`src/rtl/alu_pkg.sv`:
```
// Shared types and constants for the iterative HI/LO divider.
package alu_pkg;

  localparam int ALU_WIDTH = 32;

  localparam logic [ALU_WIDTH-1:0] INT_MIN = 32'h8000_0000;
  localparam logic [ALU_WIDTH-1:0] DZ_QUOT = 32'hFFFF_FFFF;
  localparam logic [ALU_WIDTH-1:0] NEG_ONE = 32'hFFFF_FFFF;

  typedef enum logic [1:0] {
    IDLE = 2'd0,
    CALC = 2'd1,
    ADJ  = 2'd2
  } state_t;

endpackage

```
`src/rtl/div_step.sv`:
```
// One restoring-division step: shift in the next dividend bit, trial-subtract the divisor.
module div_step #(
  parameter int WIDTH = 32
) (
  input  logic [WIDTH-1:0] rem,
  input  logic             dvd_msb,
  input  logic [WIDTH-1:0] divisor,
  output logic [WIDTH-1:0] rem_next,
  output logic             q_bit
);

  logic [WIDTH:0] shifted;
  logic [WIDTH:0] diff;

  // One extra bit keeps the compare exact for unsigned divisors near 2^WIDTH.
  assign shifted  = {rem, dvd_msb};
  assign diff     = shifted - {1'b0, divisor};
  assign q_bit    = (shifted >= {1'b0, divisor});
  assign rem_next = q_bit ? diff[WIDTH-1:0] : shifted[WIDTH-1:0];

endmodule

```
`src/rtl/alu_div.sv`:
```
// Multi-cycle restoring divider for DIV/DIVU; quotient to LO (Q), remainder to HI (R).
module alu_div
  import alu_pkg::*;
#(
  parameter int WIDTH = ALU_WIDTH,
  parameter int CNT_W = 6
) (
  input  logic             clk,
  input  logic             reset,
  input  logic             start,
  input  logic             Sign,
  input  logic [WIDTH-1:0] A,
  input  logic [WIDTH-1:0] B,
  output logic             busy,
  output logic             done,
  output logic [WIDTH-1:0] Q,
  output logic [WIDTH-1:0] R,
  output logic             DZ,
  output logic             V
);

  state_t           state_reg, state_next;
  logic [CNT_W-1:0] cnt_reg;
  logic [WIDTH-1:0] dvd_reg, rem_reg, quo_reg, dsr_reg;
  logic [WIDTH-1:0] a_reg, b_reg;
  logic             sign_reg, sq_reg, sr_reg;
  logic             busy_reg, done_reg, dz_reg, v_reg;
  logic [WIDTH-1:0] q_reg, r_reg;
  logic [WIDTH-1:0] rem_next;
  logic             q_bit;
  logic             b_zero;
  logic             dz_hold;

  function automatic logic [WIDTH-1:0] mag(input logic s, input logic [WIDTH-1:0] x);
    return (s & x[WIDTH-1]) ? -x : x;
  endfunction

  div_step #(.WIDTH(WIDTH)) u_step (
    .rem      (rem_reg),
    .dvd_msb  (dvd_reg[WIDTH-1]),
    .divisor  (dsr_reg),
    .rem_next (rem_next),
    .q_bit    (q_bit)
  );

  assign b_zero  = (b_reg == '0);
  // Divide-by-zero spends two edges in ADJ so its done lands at T0+2.
  assign dz_hold = b_zero && (cnt_reg == '0);

  always_comb begin
    state_next = state_reg;
    case (state_reg)
      IDLE: if (start) state_next = (B == '0) ? ADJ : CALC;
      CALC: if (cnt_reg == CNT_W'(WIDTH - 1)) state_next = ADJ;
      ADJ:  if (!dz_hold) state_next = IDLE;
      default: state_next = IDLE;
    endcase
  end

  always_ff @(posedge clk or negedge reset) begin
    if (!reset) begin
      state_reg <= IDLE;
      cnt_reg   <= '0;
      dvd_reg   <= '0;
      rem_reg   <= '0;
      quo_reg   <= '0;
      dsr_reg   <= '0;
      a_reg     <= '0;
      b_reg     <= '0;
      sign_reg  <= 1'b0;
      sq_reg    <= 1'b0;
      sr_reg    <= 1'b0;
      busy_reg  <= 1'b0;
      done_reg  <= 1'b0;
      dz_reg    <= 1'b0;
      v_reg     <= 1'b0;
      q_reg     <= '0;
      r_reg     <= '0;
    end else begin
      state_reg <= state_next;
      done_reg  <= 1'b0;
      case (state_reg)
        IDLE: begin
          if (start) begin
            a_reg    <= A;
            b_reg    <= B;
            sign_reg <= Sign;
            sq_reg   <= Sign & (A[WIDTH-1] ^ B[WIDTH-1]);
            sr_reg   <= Sign & A[WIDTH-1];
            dvd_reg  <= mag(Sign, A);
            dsr_reg  <= mag(Sign, B);
            rem_reg  <= '0;
            quo_reg  <= '0;
            cnt_reg  <= '0;
            busy_reg <= 1'b1;
          end
        end
        CALC: begin
          rem_reg <= rem_next;
          dvd_reg <= dvd_reg << 1;
          quo_reg <= {quo_reg[WIDTH-2:0], q_bit};
          cnt_reg <= cnt_reg + 1'b1;
        end
        ADJ: begin
          if (dz_hold) begin
            cnt_reg <= cnt_reg + 1'b1;
          end else begin
            busy_reg <= 1'b0;
            done_reg <= 1'b1;
            if (b_zero) begin
              q_reg  <= WIDTH'(DZ_QUOT);
              r_reg  <= a_reg;
              dz_reg <= 1'b1;
              v_reg  <= 1'b0;
            end else begin
              // Negating zero yields zero, so sign fix-up never makes a zero result nonzero.
              q_reg  <= sq_reg ? -quo_reg : quo_reg;
              r_reg  <= sr_reg ? -rem_reg : rem_reg;
              dz_reg <= 1'b0;
              v_reg  <= sign_reg & (a_reg == WIDTH'(INT_MIN)) & (b_reg == WIDTH'(NEG_ONE));
            end
          end
        end
        default: ;
      endcase
    end
  end

  assign busy = busy_reg;
  assign done = done_reg;
  assign Q    = q_reg;
  assign R    = r_reg;
  assign DZ   = dz_reg;
  assign V    = v_reg;

endmodule

```
`config.mk`:
```
export PLATFORM = sky130hd
export DESIGN_NAME = alu_div
export DESIGN_NICKNAME = d
export VERILOG_FILES = /design/src/rtl/alu_pkg.sv /design/src/rtl/div_step.sv /design/src/rtl/alu_div.sv
export SDC_FILE = /design/constraint.sdc
export NUM_CORES = 1
export LEC_CHECK = 0
export CAP_MARGIN = 20
export CORE_MARGIN = 4
export CORE_UTILIZATION = 65
export CTS_BUF_LIST = sky130_fd_sc_hd__clkbuf_8
export DETAILED_ROUTE_END_ITERATION = 8
export PLACE_DENSITY = 0.86
export SETUP_SLACK_MARGIN = 0.3
export SYNTH_ARGS = -nofsm -noshare
export SYNTH_HDL_FRONTEND = slang
export SYNTH_SLANG_ARGS = --single-unit
```
`constraint.sdc`:
```
create_clock -name clk -period 6.35 [get_ports clk]
set_input_delay 1.27 -clock clk [delete_from_list [all_inputs] [get_ports clk]]
set_output_delay 1.27 -clock clk [all_outputs]
set_load 0.005 [all_outputs]
```
==> impl_results.md <==
* Status: finished clean
* Die area at between 20,000 and 30,000 µm²
* Top Layer Used: met4
* Peak VDD IR at between 0.0002 and 0.0003 V
* IO buf count at ~140
* Largest net degree at the start of global routing at 137
* Die height at between 150 and 200 µm
* GRT overflow at 0
* WP data arrival at roughly 4.7 ns
* Worst path required time at just under 7 ns
* Finish-stage setup viols at 0
* Pwr Density at approximately 540 nW/µm²
* Initial DRT Pass Iterations at 6
* R2R Path Start: rem_reg[8]$_DFFE_PN0P_
* DRT met1 WL at ~17,000 µm
* Yosys reg bits at 270
* # rows at between 50 and 60
* # diodes at 0
* Pre-CTS setup slack at around 1.8 ns
* Worst setup EP type: flip-flop
* Ys flop type: dfrtp_1
* Startpoint Class: flip-flop
* Vias at 13.73k
* Area grow syn2layout at 16.43%
* Synth Net Count at about 1.9k
* Starting DRT DRC Count at 1,458
* Max Freq at ~0.24 GHz
* Total negative slack at 0 ns
* Total track usage at 0.3171
* Initial antenna violation count at 0
* Critical path launch point: rem_reg[8]$_DFFE_PN0P_
* Post-synthesis cell count at approximately 1.8k
* Slew @ Worst Pin at approximately 1.1 ns
* First-pass GRT wire length at between 60,000 and 70,000 µm
* Post-route ant nets at 0
* Syn_area_per_cell at 8.588 µm²
* Vias in the first global route at approximately 13k
* Static Leakage at roughly 7.9 nW
* Routed wire length per instance at 18.60 µm
* Final wirelength at ~41,000 µm
* Number of distinct library cells after synthesis at 61
* Hold-fix buffers, CTS at 0
* Critical Path Fanout Max at 15
* Final worst slack at around 2.1 ns
* Nets at between 1.5k and 2k
* RSZ-0062 raised after global routing: false
* Fill count at 1,642
* Core area at around 23,000 µm²
* DP HPWL at roughly 29,000 µm
* Initial core utilization at 0.6636
* Via-to-Cell Ratio at between 6 and 7
* Top cells by area, synth: dfrtp_1 45%, nand2_1 8.0%, o21ai_0 5.3%, a21oi_1 5.1%, xor2_1 4.4%
* Fin crit period at ~4.2 ns
* Period Utilization, post-route at 0.6680
* CTS sink cnt at 270
* Clk root buf: clkbuf_8
* Area of the mapped netlist at approximately 15,000 µm²
* Die Wd at about 160 µm
* Gpl congestion at roughly 0.94
* Drt drc at 0
* Ys async rst share at 1.000
* Hold Path Class: flip-flop to flip-flop
* Footprint of the multi-input gates at 7805 µm²
* WL met3 at around 3100 µm
* CTS tree: yes
* Count leader, synth: nand2_1
* Skew final at around 0.021 ns
* Ys Warns at 0
* Final core utilization at 0.7726
* Final Hold Viols at 0
* Post-CTS Setup Repair Bufs at 0
* Clk buf depth at 3
* Layout cell share with drive strength beyond 1 at 0.05690
* H-tree depth at 2
* Total power at ~9.5 mW
* Synth top area share at 0.4470
* Hold wc startpoint: dsr_reg[3]$_DFFE_PN0P_
* Reg area at between 6000 and 7000 µm²
* EDFF count, synth at 0
* Reg clk slew, reported paths at around 0.06 ns
* Num ports at 136
* Register area share after synthesis at 0.4470
* Routed wl met2 at around 19,000 µm
* Post-synth top area cell: dfrtp_1
* Critical path class: flip-flop to flip-flop
* CTS resizes at 0
* CTS buffer count at 45
* Max_slew headroom at 0.2680
* Worst skew pair latency at approximately 0.57 ns
* Post-synth top cells: 324 x nand2_1, 270 x dfrtp_1, 161 x o21ai_0, 154 x nor2_1, 153 x a21oi_1
* Final slew viol count at 0
* Max-cap viol count at 0
* Hold WS at ~0.48 ns
==> worst paths after layout <==
check	end	slack (ns)	cells after the start
worst min register to register	dsr_reg[3]$_DFFE_PN0P_	0.48	2
worst max-delay path	rem_reg[28]$_DFFE_PN0P_	2.11	9
min in group asynchronous	done$_DFF_PN0_	0.68	1
worst max register to register	rem_reg[28]$_DFFE_PN0P_	2.11	9
worst min-delay path	dsr_reg[3]$_DFFE_PN0P_	0.48	2
max in group asynchronous	dvd_reg[19]$_DFFE_PN0P_	4.47	2
==> routing by layer <==
layer,track usage,vias to the layer above
met5,0,-
met4,0.1377,0
met3,0.05004,149
met2,0.5134,621
met1,0.4271,6566
li1,-,6389
==> cells by family after synthesis <==
kind of cell / count (synthesis) / synth area share
AOI/OAI and AO/OA: 507 / 0.2042
xor gates and xnor gates: 144 / 0.08344
adders and majority gates: 43 / 0.03609
buffers and inverters: 157 / 0.03899
DFF: 270 / 0.4470
muxes: 7 / 0.004636
and+or+nand+nor: 632 / 0.1856
==> power breakdown <==
group	internal, mW	switching, mW
sequential	2.45	0.699
clock	0.800	0.714
combinational	2.08	2.79
==> cell type report <==
type / instances / area share
Inverter: 63 / 0.01344
Timing Repair Buffer: 150 / 0.08603
Multi-Input combinational cell: 1333 / 0.4435
Clock buffer: 56 / 0.04380
Sequential cell: 270 / 0.3839
Clock inverter: 26 / 0.007039
Tap cell: 313 / 0.02225
==> critical path, cell delays in order (launching register included) <==
cell      delay [ns]
dfrtp_1         0.52
ha_1            0.43
nand4_1         0.13
or2_2           0.32
a311o_1         0.29
a21boi_0        0.47
a31oi_1         0.29
o21ai_1         0.74
nand2_1         0.58
o21ai_0         0.35
==> stage by stage <==
step,instances,instance area [µm²]
after floorplan,1760,15110
after global placement,2127,16670
after detailed placement,2128,16680
after CTS,2210,17580
after global routing,2211,17600
final,2211,17600
==> cell usage in the layout, fill, tap and decap left out, drive strengths merged, types with 22 or more instances in the layout <==
cell type,netlist,routed
nand2,324,324
dfrtp,270,270
o21ai,163,163
nor2,154,154
a21oi,153,153
clkdlybuf4s50,0,134
inv,63,81
xor2,76,76
xnor2,68,68
clkbuf,84,56
ha,42,42
a22o,36,36
o22ai,34,34
o31ai,31,31
nor4,26,26
nor3,23,23
or4,22,22
No activity file was read; power rests on OpenSTA's default activity.
